### src/rtl/data_mem_arbiter_if.sv
// Bus bundle between the two requesters, the data-memory arbiter and the memory pins.
// The slave modport is the arbiter's view; master is the environment (requesters and memory).
interface data_mem_arbiter_if #(
   parameter int BYTE_SIZE  = 4,
   parameter int ADDR_WIDTH = 32
);
   localparam int DATA_W = BYTE_SIZE * 8;

   logic                  m0_req;
   logic                  m0_we;
   logic [ADDR_WIDTH-1:0] m0_addr;
   logic [DATA_W-1:0]     m0_wdata;
   logic [DATA_W-1:0]     m0_rdata;
   logic                  m0_ack;

   logic                  m1_req;
   logic                  m1_we;
   logic [ADDR_WIDTH-1:0] m1_addr;
   logic [DATA_W-1:0]     m1_wdata;
   logic [DATA_W-1:0]     m1_rdata;
   logic                  m1_ack;

   logic                  mem_we;
   logic [ADDR_WIDTH-1:0] mem_addr;
   logic [DATA_W-1:0]     mem_wd;
   logic [DATA_W-1:0]     mem_rd;
   logic                  busy;

   modport slave (
      input  m0_req, m0_we, m0_addr, m0_wdata,
      output m0_rdata, m0_ack,
      input  m1_req, m1_we, m1_addr, m1_wdata,
      output m1_rdata, m1_ack,
      output mem_we, mem_addr, mem_wd,
      input  mem_rd,
      output busy
   );

   modport master (
      output m0_req, m0_we, m0_addr, m0_wdata,
      input  m0_rdata, m0_ack,
      output m1_req, m1_we, m1_addr, m1_wdata,
      input  m1_rdata, m1_ack,
      input  mem_we, mem_addr, mem_wd,
      output mem_rd,
      input  busy
   );
endinterface

### src/rtl/data_mem_arbiter.sv
// Round-robin arbiter sharing one single-port data memory between the load/store
// unit (port 0) and the loader/debug engine (port 1); one access per three cycles.
module data_mem_arbiter #(
   parameter int BYTE_SIZE  = 4,
   parameter int ADDR_WIDTH = 32
) (
   input  logic                clk,
   input  logic                reset,
   data_mem_arbiter_if.slave   bus
);
   localparam int DATA_W = BYTE_SIZE * 8;

   typedef enum logic [1:0] {
      S_IDLE   = 2'd0,
      S_ACCESS = 2'd1,
      S_DONE   = 2'd2
   } state_t;

   state_t                r_state;
   state_t                w_next_state;
   logic                  w_grant;
   logic                  w_grant_idx;

   logic                  r_winner;
   logic                  r_rr_last;
   logic                  r_mem_we;
   logic [ADDR_WIDTH-1:0] r_mem_addr;
   logic [DATA_W-1:0]     r_mem_wd;
   logic [DATA_W-1:0]     r_m0_rdata;
   logic [DATA_W-1:0]     r_m1_rdata;

   // NOTE: every signal gets a default before the case so no path leaves it unassigned (no latch).
   always_comb begin
      w_next_state = r_state;
      w_grant      = 1'b0;
      w_grant_idx  = 1'b0;
      case (r_state)
         S_IDLE: begin
            if (bus.m0_req || bus.m1_req) begin
               w_grant      = 1'b1;
               w_grant_idx  = (bus.m0_req && bus.m1_req) ? ~r_rr_last : bus.m1_req;
               w_next_state = S_ACCESS;
            end
         end
         S_ACCESS: w_next_state = S_DONE;
         S_DONE:   w_next_state = S_IDLE;
         default:  w_next_state = S_IDLE;
      endcase
   end

   // NOTE: sequential state uses non-blocking assignments so all registers update from pre-edge values.
   always_ff @(posedge clk or posedge reset) begin
      if (reset) r_state <= S_IDLE;
      else       r_state <= w_next_state;
   end

   // Requester inputs are captured only at grant, so later changes cannot disturb the access.
   always_ff @(posedge clk or posedge reset) begin
      if (reset) begin
         r_winner   <= 1'b0;
         r_rr_last  <= 1'b1;
         r_mem_we   <= 1'b0;
         r_mem_addr <= '0;
         r_mem_wd   <= '0;
         r_m0_rdata <= '0;
         r_m1_rdata <= '0;
      end else begin
         if (w_grant) begin
            r_winner   <= w_grant_idx;
            r_rr_last  <= w_grant_idx;
            r_mem_we   <= w_grant_idx ? bus.m1_we    : bus.m0_we;
            r_mem_addr <= w_grant_idx ? bus.m1_addr  : bus.m0_addr;
            r_mem_wd   <= w_grant_idx ? bus.m1_wdata : bus.m0_wdata;
         end
         if (r_state == S_ACCESS) begin
            r_mem_we <= 1'b0;
            if (r_winner) r_m1_rdata <= bus.mem_rd;
            else          r_m0_rdata <= bus.mem_rd;
         end
      end
   end

   assign bus.mem_we   = r_mem_we;
   assign bus.mem_addr = r_mem_addr;
   assign bus.mem_wd   = r_mem_wd;
   assign bus.m0_rdata = r_m0_rdata;
   assign bus.m1_rdata = r_m1_rdata;
   // Ack decodes from state so an asynchronous reset in DONE cuts the pulse at once.
   assign bus.m0_ack   = (r_state == S_DONE) && !r_winner;
   assign bus.m1_ack   = (r_state == S_DONE) &&  r_winner;
   assign bus.busy     = (r_state != S_IDLE);
endmodule
### src/flat_wrapper.sv
// flat-port wrapper written by rule: the top's interface ports become plain ports
module data_mem_arbiter_flat 
#(
   parameter int BYTE_SIZE  = 4,
   parameter int ADDR_WIDTH = 32
)
  (clk, reset, bus_m0_req, bus_m0_we, bus_m0_addr, bus_m0_wdata, bus_m0_rdata, bus_m0_ack, bus_m1_req, bus_m1_we, bus_m1_addr, bus_m1_wdata, bus_m1_rdata, bus_m1_ack, bus_mem_we, bus_mem_addr, bus_mem_wd, bus_mem_rd, bus_busy);
  data_mem_arbiter_if #(.BYTE_SIZE(BYTE_SIZE), .ADDR_WIDTH(ADDR_WIDTH)) bus_i ();
  input  logic clk;
  input  logic reset;
  input wire logic [$bits(bus_i.m0_req)-1:0] bus_m0_req;
  input wire logic [$bits(bus_i.m0_we)-1:0] bus_m0_we;
  input wire logic [$bits(bus_i.m0_addr)-1:0] bus_m0_addr;
  input wire logic [$bits(bus_i.m0_wdata)-1:0] bus_m0_wdata;
  output wire logic [$bits(bus_i.m0_rdata)-1:0] bus_m0_rdata;
  output wire logic [$bits(bus_i.m0_ack)-1:0] bus_m0_ack;
  input wire logic [$bits(bus_i.m1_req)-1:0] bus_m1_req;
  input wire logic [$bits(bus_i.m1_we)-1:0] bus_m1_we;
  input wire logic [$bits(bus_i.m1_addr)-1:0] bus_m1_addr;
  input wire logic [$bits(bus_i.m1_wdata)-1:0] bus_m1_wdata;
  output wire logic [$bits(bus_i.m1_rdata)-1:0] bus_m1_rdata;
  output wire logic [$bits(bus_i.m1_ack)-1:0] bus_m1_ack;
  output wire logic [$bits(bus_i.mem_we)-1:0] bus_mem_we;
  output wire logic [$bits(bus_i.mem_addr)-1:0] bus_mem_addr;
  output wire logic [$bits(bus_i.mem_wd)-1:0] bus_mem_wd;
  input wire logic [$bits(bus_i.mem_rd)-1:0] bus_mem_rd;
  output wire logic [$bits(bus_i.busy)-1:0] bus_busy;
  assign bus_i.m0_req = bus_m0_req;
  assign bus_i.m0_we = bus_m0_we;
  assign bus_i.m0_addr = bus_m0_addr;
  assign bus_i.m0_wdata = bus_m0_wdata;
  assign bus_m0_rdata = bus_i.m0_rdata;
  assign bus_m0_ack = bus_i.m0_ack;
  assign bus_i.m1_req = bus_m1_req;
  assign bus_i.m1_we = bus_m1_we;
  assign bus_i.m1_addr = bus_m1_addr;
  assign bus_i.m1_wdata = bus_m1_wdata;
  assign bus_m1_rdata = bus_i.m1_rdata;
  assign bus_m1_ack = bus_i.m1_ack;
  assign bus_mem_we = bus_i.mem_we;
  assign bus_mem_addr = bus_i.mem_addr;
  assign bus_mem_wd = bus_i.mem_wd;
  assign bus_i.mem_rd = bus_mem_rd;
  assign bus_busy = bus_i.busy;
  data_mem_arbiter #(.BYTE_SIZE(BYTE_SIZE), .ADDR_WIDTH(ADDR_WIDTH)) u_core (.clk(clk), .reset(reset), .bus(bus_i));
endmodule
### config.mk
export PLATFORM = sky130hd
export DESIGN_NAME = data_mem_arbiter_flat
export DESIGN_NICKNAME = d
export VERILOG_FILES = /design/src/rtl/data_mem_arbiter_if.sv /design/src/rtl/data_mem_arbiter.sv /design/src/flat_wrapper.sv
export SDC_FILE = /design/constraint.sdc
export NUM_CORES = 1
export LEC_CHECK = 0
export ABC_AREA = 1
export CAP_MARGIN = 20
export CORE_UTILIZATION = 44
export DETAILED_ROUTE_END_ITERATION = 6
export MAX_ROUTING_LAYER = met4
export PLACE_DENSITY = 0.86
export SLEW_MARGIN = 20
export SYNTH_ARGS = -nofsm -noshare
export SYNTH_HDL_FRONTEND = slang
export SYNTH_SLANG_ARGS = --single-unit
### constraint.sdc
create_clock -name clk -period 8.08 [get_ports clk]
set_input_delay 2.424 -clock clk [delete_from_list [all_inputs] [get_ports clk]]
set_output_delay 2.424 -clock clk [all_outputs]
set_load 0.005 [all_outputs]
==> impl_metrics.ini, run 1 <==
[floorplanning]
die_area_um2 = 14500
fp.dieH_um = 120
initial_utilization_pct = 45.9
fp.dieW_um = 120
core_um2 = 13500
num_rows = 42
ioPinCount = 298

[grt]
grt_usage_pct = 28.6
grt_pass1_vias = 6074
grt_max_degree = 78
antenna_found_initial = 0
grt_pass1_wl_um = 30800
overflow = 0

[yosys]
yosys.area.top_type = dfrtp_1
synth.distinct_cells = 19
yosysSeqAreaShare_pct = 54.0
synthTopCellsByCount = 262 x nand2_1, 132 x dfrtp_1, 102 x inv_1
synth_edf_count = 0
yosysWarnings = 0
ys.flop_type = dfrtp_1
synthTopCellsByArea = dfrtp_1 54%, nand2_1 16%, nand3b_1 7.8%, inv_1 6.2%, nand3_1 5.4%
ys_ff_latch = 133
synthCells = 751
synth.most_common_cell = nand2_1
synth.net_count = 917
synth_top_area_share_pct = 53.5
async_flop_share_pct = 100
post_synth.cell_area_avg_um2 = 8.22
synth.cell_area_um2 = 6170

[setup_path]
r2r_cells = 7
worstPathArrival_ns = 5.16
path_class = in2reg
cp_common_cell = nand2_1
critPathMaxFanout = 69
startpoint = bus_m0_req
worst_setup_path_start_kind = input pin
r2r_end = u_core.bus.mem_addr[1]
slowest_stage = clkinv_2
path_cells = clkdlybuf4s50_1 > nor2_1 > nor2_4 > buf_4 > clkinv_2 > nand2_1 > nand2_1
crit_required_ns = 8.37
critical-path-top-delay-family = buffers and inverters
slowest_delay_ns = 0.95
crit_buf_inv = 3
rr_startpoint = u_core.r_state[0]
reg2reg_slack_ns = 5.00
end_kind = register

[sta]
max_freq_mhz = 205
drv_slew = 0
worst_slew_pin_slew_ns = 1.01
fin_crit_ns = 4.87
rsz0062_at_grt = no
hold_viol_final = 0
finalCritPeriodShare_pct = 60.3
final-setup-viol-count = 0
setup_tns_ns = 0
fin_skew_ns = 0.0105
slew_headroom_pct = 32.7

[clock_tree]
htree_levels = 4
clk-insertion-delay-late_ns = 0.41
clock_path_buffers = 2
cts_root_buf = clkbuf_16
cts_tree = done
clk_pin_slew_ns = 0.06
cts_hold_buf = 0
ctsResizeCount = 0
cts.sinks = 133
cts_setup_buffers = 0
cts_buffers = 17

[detailed_routing]
ant_nets = 0
viasPerCell = 4.95
finalWirelength_um = 19300
drt_first_pass_iters = 7
route.detailed.drc = 0
drtIter0Drc = 511
avgRoutedWirePerCell_um = 15.9
vias = 6006

[cells_and_area]
syn_to_final_growth_pct = 58.2
fillCellCount = 1028
drive_above_1_share_pct = 4.72
layout.nets = 1191
diodes = 0

[outcome]
status = complete, no violations

[run]
drv_cap = 0

[power_and_ir_drop]
totalPowerFinal_uw = 3510
p_leak_uw = 0.00483
cellPowerDensity_nw_per_um2 = 360
max-vdd-ir-drop_uv = 199

[hold_path]
min_to = u_core.bus.mem_wd[2]
hold_start = u_core.bus.mem_wd[2]
hp-class = reg2reg
holdPathStages = 2

[placement]
dpl.hpwl_um = 12900
place_congestion = 0.927
portBuffers = 297
==> power by group <==
group	total [uW]	internal (uW)	switching, uW	leakage, uW
Sequential	1190	998	190	0.00164
Clock	801	496	304	0.000297
Combinational	1520	810	714	0.00289
Total	3510	2300	1210	0.00483
==> through the flow <==
step	util [%]	worst slack [ns]	hold slack, ns	instances	instance area (um^2)
final	72.5	3.21	0.476	1214	9760
after global routing	72.5	2.99	0.494	1214	9760
after CTS	72.5	3.66	0.480	1214	9760
after detailed placement	68.0	3.25	0.464	1182	9140
after global placement	68.0	3.28	0.462	1182	9140
after floorplan	-	2.10	0.442	751	6170
==> flip-flops by register name, summed over array words and instances (netlist names) <==
register and count:
u_core.bus.mem_addr 32, u_core.bus.m1_rdata 32, u_core.bus.mem_wd 32, u_core.r_rr_last 1, u_core.bus.m0_rdata 32, u_core.r_state 2, u_core.r_winner 1, u_core.bus.mem_we 1
==> cells in the final DEF (no fill, tap or decap), drive strengths merged <==
cell type,n
buf,6
nand3b,64
bufinv,3
inv,105
dfstp,1
o21ai,65
clkinv,8
clkbuf,18
nor2,5
clkdlybuf4s50,296
nor3,2
nand4,1
clkinvlp,2
nand2,264
dfrtp,132
nand3,66
==> worst reg2reg max path, stage by stage, from the launching register on <==
cell,delay [ns]
dfrtp_1,0.41
nor2_2,0.29
inv_2,0.12
nor2_4,0.08
buf_4,0.62
clkinv_2,0.97
nand2_1,0.36
nand2_1,0.10
==> per-layer routing <==
| metal | track usage (%) | vias up | wire length, um |
|---|---|---|---|
| li1 | - | 2879 | - |
| met1 | 32.2 | 2796 | 7480 |
| met2 | 47.5 | 272 | 9770 |
| met3 | 5.61 | 59 | 1090 |
| met4 | 16.2 | 0 | 952 |
| met5 | - | - | 0 |
==> cell families after synthesis <==
kind of cell	Yosys count	synth area share, %
AND/OR/NAND/NOR	402	30.1
buffers and inverters	151	10.6
flip-flops	133	54.0
AO/OA/AOI/OAI	65	5.27
==> final cells by class <==
cell class,count,area (um^2),area share (%)
clock buffer,18,439,4.50
clock inverter,14,176,1.81
inverter,104,397,4.06
multi-input combinational,467,2190,22.5
sequential,133,3330,34.1
tap,176,220,2.26
timing repair buffer,302,3010,30.8
==> worst max-delay path by stage <==
stage | end | slack, ns | cells after the start
finish | u_core.bus.mem_addr[1] | 3.21 | 7
global placement | u_core.bus.mem_addr[31] | 3.28 | 7
detailed placement | u_core.bus.mem_addr[9] | 3.25 | 7
CTS | u_core.bus.mem_addr[1] | 3.66 | 7
global route | u_core.bus.mem_addr[1] | 2.99 | 7
floorplan | u_core.bus.m0_rdata[0] | 2.10 | 1
(Power assumes the default switching activity.)
==> run 2, diff against run 1 <==
--- a/config.mk
+++ b/config.mk
@@ -7,10 +7,10 @@
 export LEC_CHECK = 0
 export ABC_AREA = 1
 export CAP_MARGIN = 20
-export CORE_UTILIZATION = 44
+export CORE_UTILIZATION = 41
 export DETAILED_ROUTE_END_ITERATION = 6
 export MAX_ROUTING_LAYER = met4
-export PLACE_DENSITY = 0.86
+export PLACE_DENSITY = 0.81
 export SLEW_MARGIN = 20
 export SYNTH_ARGS = -nofsm -noshare
 export SYNTH_HDL_FRONTEND = slang
==> constraint.sdc (replaced) <==
create_clock -name clk -period 5.1 [get_ports clk]
set_input_delay 1.53 -clock clk [delete_from_list [all_inputs] [get_ports clk]]
set_output_delay 1.53 -clock clk [all_outputs]
set_load 0.005 [all_outputs]
==> run 2 against run 1 <==
- clock skew fell by 0.0029 ns
- via count is 2.7% lower
- critical path depth is 4 lower
- core utilization fell by 5.4 points
- critical path type is now reg2out
- critical endpoint is now bus_busy
- largest cell class unchanged
- largest power group unchanged
- highest routed layer unchanged
==> impl_metrics.ini, run 2 (synthesis gave the netlist of run 1 again) <==
[run]
drv_cap = 0

[detailed_routing]
finalWirelength_um = 18800
route.detailed.drc = 0
drt_first_pass_iters = 5
vias = 5844
ant_nets = 0
drtIter0Drc = 317
avgRoutedWirePerCell_um = 15.4
viasPerCell = 4.77

[sta]
rsz0062_at_grt = no
worst_slew_pin_slew_ns = 1.02
drv_slew = 0
hold_ws_ns = 0.478
hold_viol_final = 0
slew_headroom_pct = 31.9
final-setup-viol-count = 0
finalCritPeriodShare_pct = 62.2
fin_crit_ns = 3.17
setup_tns_ns = 0
max_freq_mhz = 315
fin_skew_ns = 0.00756
setup_ws_ns = 1.93

[setup_path]
worst_setup_path_start_kind = register
slowest_stage = clkdlybuf4s50_1
crit_required_ns = 3.57
rr_startpoint = u_core.r_state[0]
r2r_end = u_core.bus.mem_addr[0]
startpoint = u_core.r_state[0]
path_cells = nor2_2 > inv_2 > clkdlybuf4s50_1
r2r_cells = 6
end_kind = output port
critPathMaxFanout = 4
path_class = reg2out
worstPathArrival_ns = 1.64
reg2reg_slack_ns = 3.04
slowest_delay_ns = 0.46

[grt]
overflow = 0
grt_pass1_vias = 5826
grt_pass1_wl_um = 30000
grt_usage_pct = 25.4
antenna_found_initial = 0
grt_max_degree = 81

[floorplanning]
num_rows = 44
ioPinCount = 298
fp.dieH_um = 125
initial_utilization_pct = 42.3
fp.dieW_um = 125
core_um2 = 14600
die_area_um2 = 15500

[placement]
dpl_cell_area_um2 = 9160
place_congestion = 0.843
portBuffers = 297
dpl_worst_slack_ns = 1.64
dpl.hpwl_um = 12700

[cells_and_area]
diodes = 0
final_common_cell = clkdlybuf4s50_1
multiInputGateArea_um2 = 2190
final-seq-area_um2 = 3330
fillCellCount = 1216
layout_common_cells = 296 x clkdlybuf4s50_1, 261 x nand2_1, 132 x dfrtp_1, 101 x inv_1
layout.nets = 1193
final_cell_area_um2 = 9790
syn_to_final_growth_pct = 58.7
drive_above_1_share_pct = 4.81

[clock_tree]
cts_tree = done
cts_buffers = 17
ctsResizeCount = 0
cts_root_buf = clkbuf_16
htree_levels = 4
clk-insertion-delay-late_ns = 0.41
clk_pin_slew_ns = 0.06
cts_setup_buffers = 0
cts_hold_buf = 0
cts.sinks = 133
clock_path_buffers = 2

[hold_path]
hold_start = u_core.r_rr_last
hp-class = reg2reg
min_to = u_core.r_rr_last
holdPathStages = 2

[power_and_ir_drop]
cellPowerDensity_nw_per_um2 = 565
p_leak_uw = 0.00484
max-vdd-ir-drop_uv = 396

[outcome]
status = complete, no violations
==> run 2: cell types whose count changed in the layout (fill, tap and decap cells not counted), sizes merged <==
| cell | delta |
|---|---|
| clkinvlp | +1 |
| clkinv | -3 |
| inv | +2 |
| buf | +2 |
==> run 2: worst max-delay path by stage <==
| stage | endpoint | slack (ns) | cells after the start |
|---|---|---|---|
| 5_1_grt | bus_m1_ack | 1.84 | 3 |
| 2_1_floorplan | u_core.bus.m0_rdata[0] | 0.02 | 1 |
| 6_report | bus_busy | 1.93 | 3 |
| 3_3_place_gp | u_core.bus.mem_wd[16] | 1.68 | 7 |
| 4_1_cts | bus_busy | 1.88 | 3 |
| 3_5_place_dp | u_core.bus.mem_wd[16] | 1.64 | 7 |
==> run 2: cell type report <==
type	instances	area share, %
sequential	133	34.0
timing repair buffer	304	31.0
multi-input combinational	467	22.4
clock buffer	18	4.38
inverter	104	4.05
tap	184	2.35
clock inverter	14	1.79
==> run 2: worst max-delay path: cells and delay by family (launching register included) <==
| family | cells | cell delay (ns) |
|---|---|---|
| buf+inv | 2 | 0.56 |
| flops | 1 | 0.41 |
| simple gates | 1 | 0.27 |
==> run 2: power by group <==
group	leakage, uW	internal (uW)	total, uW	switching [uW]
Sequential	0.00164	1580	1880	299
Clock	0.000288	774	1250	477
Combinational	0.00291	1290	2400	1110
Total	0.00484	3650	5530	1880
==> run 2: through the flow <==
stage / power [uW] / std cells / utilization [%]
after floorplan: 2900 / 751 / -
after global placement: 4210 / 1191 / 62.8
after detailed placement: 4280 / 1191 / 62.8
after CTS: 5570 / 1223 / 66.9
after global routing: 5900 / 1224 / 67.1
final: 5530 / 1224 / 67.1
==> run 2: per-layer routing <==
layer | track usage, % | wire, um | vias up
li1 | - | - | 2883
met1 | 30.3 | 7910 | 2690
met2 | 40.8 | 9190 | 227
met3 | 5.67 | 1070 | 44
met4 | 11.7 | 633 | 0
met5 | - | 0 | -
